<file path="config.mk">
export PLATFORM = sky130hd
export DESIGN_NAME = mult_dot_accum
export DESIGN_NICKNAME = d
export VERILOG_FILES = /design/src/rtl/mult_dot_accum.sv
export SDC_FILE = /design/constraint.sdc
export NUM_CORES = 1
export LEC_CHECK = 0
export CELL_PAD_IN_SITES_DETAIL_PLACEMENT = 0
export CELL_PAD_IN_SITES_GLOBAL_PLACEMENT = 1
export CORE_UTILIZATION = 40
export DETAILED_ROUTE_END_ITERATION = 8
export PLACE_DENSITY = 0.82
export SLEW_MARGIN = 20
export SYNTH_ARGS = -nofsm -noshare
export SYNTH_HDL_FRONTEND = slang
export SYNTH_SLANG_ARGS = --single-unit
</file>
<file path="constraint.sdc">
create_clock -name clk -period 3 [get_ports clk]
set_input_delay 0.6 -clock clk [delete_from_list [all_inputs] [get_ports clk]]
set_output_delay 0.6 -clock clk [all_outputs]
set_load 0.005 [all_outputs]
</file>
<file path="src/rtl/mult_dot_accum.sv">
// mult_dot_accum
// Sums a programmable number of consecutive unsigned products into one
// dot-product result. Completed results are queued in a small FIFO that
// the next stage drains with a valid/ready handshake. The product source
// is stalled only while a finished result cannot be queued.
//
// Ports:
//   clk, rst_n        rising-edge clock, async active-low reset
//   i_prod_valid      i_prod_data holds a product this cycle
//   i_prod_data       unsigned product (PROD_W)
//   o_prod_ready      block accepts a product this cycle
//   i_vec_len         products per vector, 0 means 2^LEN_W (first beat only)
//   o_res_valid       FIFO head valid
//   o_res_data        FIFO head, 0 when empty (ACC_W)
//   i_res_ready       downstream takes the head
//   o_fifo_count      entries currently queued
//   o_busy            vector in progress or result held
module mult_dot_accum #(
  parameter int PROD_W     = 30,
  parameter int LEN_W      = 8,
  parameter int ACC_W      = 38,
  parameter int FIFO_DEPTH = 4
) (
  input  logic                          clk,
  input  logic                          rst_n,
  input  logic                          i_prod_valid,
  input  logic [PROD_W-1:0]             i_prod_data,
  output logic                          o_prod_ready,
  input  logic [LEN_W-1:0]              i_vec_len,
  output logic                          o_res_valid,
  output logic [ACC_W-1:0]              o_res_data,
  input  logic                          i_res_ready,
  output logic [$clog2(FIFO_DEPTH):0]   o_fifo_count,
  output logic                          o_busy
);

  localparam int AW    = $clog2(FIFO_DEPTH);
  localparam int CNT_W = LEN_W + 1;  // must hold 2^LEN_W
  localparam logic [AW:0] DEPTH_C = (AW+1)'(FIFO_DEPTH);

  typedef enum logic [1:0] {IDLE, ACCUM, HOLD} state_t;

  state_t                 r_state, w_state_nxt;
  logic [ACC_W-1:0]       r_acc,   w_acc_nxt;
  logic [CNT_W-1:0]       r_cnt,   w_cnt_nxt;
  logic [CNT_W-1:0]       r_len,   w_len_nxt;
  logic [ACC_W-1:0]       r_hold,  w_hold_nxt;

  logic [ACC_W-1:0]       r_mem [FIFO_DEPTH];
  logic [AW-1:0]          r_wptr, r_rptr;
  logic [AW:0]            r_count;

  logic                   w_beat, w_pop, w_push, w_can_push;
  logic [ACC_W-1:0]       w_push_data, w_prod_ext, w_sum;
  logic [CNT_W-1:0]       w_len_in, w_cnt_inc;

  assign o_prod_ready = (r_state != HOLD);
  assign o_busy       = (r_state != IDLE);
  assign o_res_valid  = (r_count != '0);
  assign o_res_data   = o_res_valid ? r_mem[r_rptr] : '0;
  assign o_fifo_count = r_count;

  assign w_beat     = i_prod_valid && o_prod_ready;
  assign w_pop      = o_res_valid && i_res_ready;
  // A full FIFO still takes a push when the head leaves in the same cycle.
  assign w_can_push = (r_count < DEPTH_C) || w_pop;
  assign w_prod_ext = ACC_W'(i_prod_data);
  assign w_sum      = r_acc + w_prod_ext;
  assign w_cnt_inc  = r_cnt + CNT_W'(1);
  assign w_len_in   = (i_vec_len == '0) ? {1'b1, {LEN_W{1'b0}}}
                                        : {1'b0, i_vec_len};

  always_comb begin
    w_state_nxt = r_state;
    w_acc_nxt   = r_acc;
    w_cnt_nxt   = r_cnt;
    w_len_nxt   = r_len;
    w_hold_nxt  = r_hold;
    w_push      = 1'b0;
    w_push_data = '0;
    unique case (r_state)
      IDLE: begin
        if (w_beat) begin
          w_len_nxt = w_len_in;
          if (w_len_in == CNT_W'(1)) begin
            // Single-product vector completes on its first beat.
            w_acc_nxt = '0;
            w_cnt_nxt = '0;
            if (w_can_push) begin
              w_push      = 1'b1;
              w_push_data = w_prod_ext;
            end else begin
              w_hold_nxt  = w_prod_ext;
              w_state_nxt = HOLD;
            end
          end else begin
            w_acc_nxt   = w_prod_ext;
            w_cnt_nxt   = CNT_W'(1);
            w_state_nxt = ACCUM;
          end
        end
      end
      ACCUM: begin
        if (w_beat) begin
          if (w_cnt_inc == r_len) begin
            w_acc_nxt = '0;
            w_cnt_nxt = '0;
            if (w_can_push) begin
              w_push      = 1'b1;
              w_push_data = w_sum;
              w_state_nxt = IDLE;
            end else begin
              w_hold_nxt  = w_sum;
              w_state_nxt = HOLD;
            end
          end else begin
            w_acc_nxt = w_sum;
            w_cnt_nxt = w_cnt_inc;
          end
        end
      end
      HOLD: begin
        if (w_can_push) begin
          w_push      = 1'b1;
          w_push_data = r_hold;
          w_state_nxt = IDLE;
        end
      end
      default: w_state_nxt = IDLE;
    endcase
  end

  always_ff @(posedge clk or negedge rst_n) begin
    if (!rst_n) begin
      r_state <= IDLE;
      r_acc   <= '0;
      r_cnt   <= '0;
      r_len   <= '0;
      r_hold  <= '0;
    end else begin
      r_state <= w_state_nxt;
      r_acc   <= w_acc_nxt;
      r_cnt   <= w_cnt_nxt;
      r_len   <= w_len_nxt;
      r_hold  <= w_hold_nxt;
    end
  end

  always_ff @(posedge clk or negedge rst_n) begin
    if (!rst_n) begin
      r_wptr  <= '0;
      r_rptr  <= '0;
      r_count <= '0;
      for (int i = 0; i < FIFO_DEPTH; i++) r_mem[i] <= '0;
    end else begin
      if (w_push) begin
        r_mem[r_wptr] <= w_push_data;
        r_wptr        <= r_wptr + AW'(1);
      end
      if (w_pop) r_rptr <= r_rptr + AW'(1);
      unique case ({w_push, w_pop})
        2'b10:   r_count <= r_count + (AW+1)'(1);
        2'b01:   r_count <= r_count - (AW+1)'(1);
        default: r_count <= r_count;
      endcase
    end
  end

endmodule

</file>
==> summary.txt <==
Floorplan
  – Ports: 86
  – Die width: 190 um
  – Initial core utilization: 40.9%
  – Placeable core area: 34700 um2
  – Number of cell rows: 68
  – Die Footprint: 36300 um2
  – Die Y: 190 um

Detailed routing
  – Post-route antenna net violation count: 0
  – Initial DRC count: 1053
  – Post-Route WL: 42900 um
  – DR vias/cell: 5.55
  – Average wire per standard cell: 18.8 um
  – Routed via count: 12700
  – Drt pass-1 iters: 5
  – Drc violations: 0

Job
  – Number of max-cap violations: 0

Power
  – Power Dens Cells: 873 nW/um2
  – Leak: 0.00862 uW
  – Worst vdd ir: 0.000516 V

Yosys
  – Warnings, synthesis: 0
  – Ys flop type: dfrtp_1
  – Syn nets: 1579
  – Synthesized instance count: 1499
  – Ys async rst share: 100%
  – Mean area per synthesized cell: 9.48 um2
  – Simple-Gate Fraction of Synth Area: 17.2%
  – Distinct cells, synth: 76
  – Synth Area in XOR/XNOR: 3.38%
  – Post-Syn Area: 14200 um2
  – Mux cell area share after synthesis: 8.19%
  – Sequential area share after synthesis: 44.9%
  – Synth Area in Adders: 3.45%
  – Largest family of logic cells by synthesized area: compound AO/OA/AOI/OAI gates
  – Seq cells post-synth: 255
  – Compound-gate portion of the synthesized area: 19.0%
  – Post-synth EDFFs: 0

GRT
  – GRT Overall Usage: 23.8%
  – Vias in the first global route: 12500
  – Largest net degree at the start of global routing: 74
  – Grt ovf: 0
  – First-pass GRT wire length: 68400 um
  – Initial antenna violation count: 3

Critical path
  – Setup crit end kind: flip-flop
  – Critical path type: reg -> reg
  – FF-to-FF setup slack: -0.02 ns
  – Required time of the critical path: 3.45 ns
  – Worst R2R Start: r_acc[0]$_DFFE_PN0P_
  – Crit Path Max Fanout: 4
  – Reg2Reg Depth: 11
  – R2r endpoint: r_mem[62]$_DFFE_PN0P_
  – Critical path launch point type: flip-flop
  – WP data arrival: 3.47 ns

Outcome
  – Failing checks: negative setup slack
  – Outcome: finished, violations left

Hold path
  – Hold WC Path Type: in -> async

Timing
  – Clock Skews: 0.0227 ns
  – Final Setup Violations: 1
  – Final setup margin: -0.0233 ns
  – RSZ-0062 raised after global routing: yes
  – Hold Slack: 0.0366 ns
  – Final slew viol count: 0
  – Slew @ Worst Pin: 0.640 ns
  – Tmin final: 3.02 ns
  – Fmax: 331 MHz
  – Final hold vios: 0
  – Worst rel slew slack: 57.4%
  – Crit share post-route: 101%

Clock network
  – Clk buf depth: 3
  – CTS buffer count: 28
  – Hold Buf Count CTS: 0
  – Clock H-tree levels: 1
  – Worst-skew pair later-pin latency: 0.56 ns
  – Clock Sinks: 255
  – Clock transition at path regs: 0.06 ns
  – CTS Root Cell: clkbuf_16
  – CTS tree: built

Placement
  – Dpl ws: -0.939 ns
  – DP Wirelength: 29700 um
  – Cell area after placement: 17500 um2
  – Final GP Congestion: 0.905
  – IO Port Bufs: 85

Finish
  – Area grow syn2layout: 35.1%
  – Layout cells sized above 1: 27.3%
  – Design Area, Final: 19200 um2
  – Final nets: 1889
==> state kept, by name (all words and copies together), names as in the netlist <==
register and flops:
o_fifo_count 3, r_acc 38, r_cnt 9, r_hold 38, r_len 9, r_mem 152
r_rptr 2, r_state 2, r_wptr 2
==> cell type report <==
class                   instances  area [um2]
multi-input cells            1129        7780
inverters                      14        52.6
repair buffers                381        3400
fillers                      3053       15500
clock inverters                14         220
flip-flops and latches        255        6390
well taps                     455         569
clock buffers                  36         781
diodes                          1        2.50
==> Yosys cell counts (all sizes together) (4+ instances only) <==
cell,count,share of area [%]
a211oi,8,0.42
a21o,12,0.63
a21oi,80,3.1
a221oi,28,1.8
a222oi,6,0.42
a22o,20,1.2
a22oi,8,0.42
a2bb2oi,4,0.25
a31oi,29,1.3
and2,46,2.0
and3,14,0.62
and4,6,0.37
buf,44,2.0
clkbuf,57,1.5
dfrtp,255,45
ha,36,3.2
inv,14,0.37
mux2,22,1.7
mux2i,6,0.42
mux4,38,6.0
nand2,266,7.0
nand2b,6,0.26
nand3,32,1.1
nand4,8,0.40
nor2,125,3.3
nor2b,10,0.51
nor3,15,0.60
nor4,5,0.26
o211ai,8,0.42
o21a,8,0.42
o21ai,185,6.5
or2,5,0.22
or3,6,0.26
xnor2,28,1.7
xor2,19,1.2
==> cells by family after synthesis <==
family,after synthesis
compound gates,427
xor+xnor,50
fa+ha+maj,38
buf+inv,115
flops,255
mux,66
simple gates,548
==> worst max-delay path by stage <==
stage                         start                endpoint  slack, ns  depth (start not counted)
2_1_floorplan        i_prod_data[0]   r_mem[16]$_DFFE_PN0P_     -0.001                         10
3_3_place_gp         i_prod_data[0]  r_mem[150]$_DFFE_PN0P_      -0.81                         12
3_5_place_dp         i_prod_data[0]   r_mem[60]$_DFFE_PN0P_      -0.94                         12
4_1_cts             i_prod_data[17]   r_mem[70]$_DFFE_PN0P_      -0.01                         12
5_1_grt        r_acc[0]$_DFFE_PN0P_   r_mem[62]$_DFFE_PN0P_      -0.11                         11
6_report       r_acc[0]$_DFFE_PN0P_   r_mem[62]$_DFFE_PN0P_      -0.02                         11
==> layout by cell type (no fill, tap or decap), types with 30 or more instances in the layout <==
master / synthesis / final
dfrtp_1: 255 / 251
and2_1: 46 / 42
nor2_1: 124 / 121
a21oi_1: 71 / 65
nand3_1: 32 / 30
buf_4: 5 / 267
clkdlybuf4s50_1: 0 / 47
nand2_1: 266 / 264
o21ai_0: 168 / 149
mux4_2: 38 / 38
==> timing repair <==
action,in CTS,in global routing
pin swaps,8,14
gates cloned,3,2
gates resized for setup,55,77
setup endpoints to repair,116,124
hold endpoints to repair,0,0
buffers inserted,5,18
==> metrics by stage <==
stage          util (%)  total power [uW]  std cells   TNS, ns
2_1_floorplan         -              8740       1499  -0.00204
5_1_grt            55.3             17800       2285     -1.29
4_1_cts            54.0             16400       2266   -0.0100
3_3_place_gp       50.4             12100       2208    -86.61
6_report           55.3             16800       2285   -0.0233
3_5_place_dp       50.4             12200       2208    -98.22
==> power breakdown <==
group,switching [uW],internal (uW)
combinational,4320,4160
sequential,501,4070
clock,1440,2270
==> per-layer routing <==
layer / wire length, um / global-route usage, %
met1: 19300 / 33.4
met3: 2310 / 3.07
met2: 19900 / 38.3
met4: 1390 / 7.45
met5: 0 / 0
==> critical path: stages (launching register included) <==
cell	delay, ns
dfrtp_1	0.42
ha_4	0.18
fa_2	0.36
a21o_1	0.21
a221oi_2	0.28
a2111o_1	0.36
nand2_2	0.13
a21oi_2	0.20
xnor2_2	0.09
a222oi_1	0.38
buf_4	0.22
o21ai_1	0.07
Power figures use the tool's default switching activity.
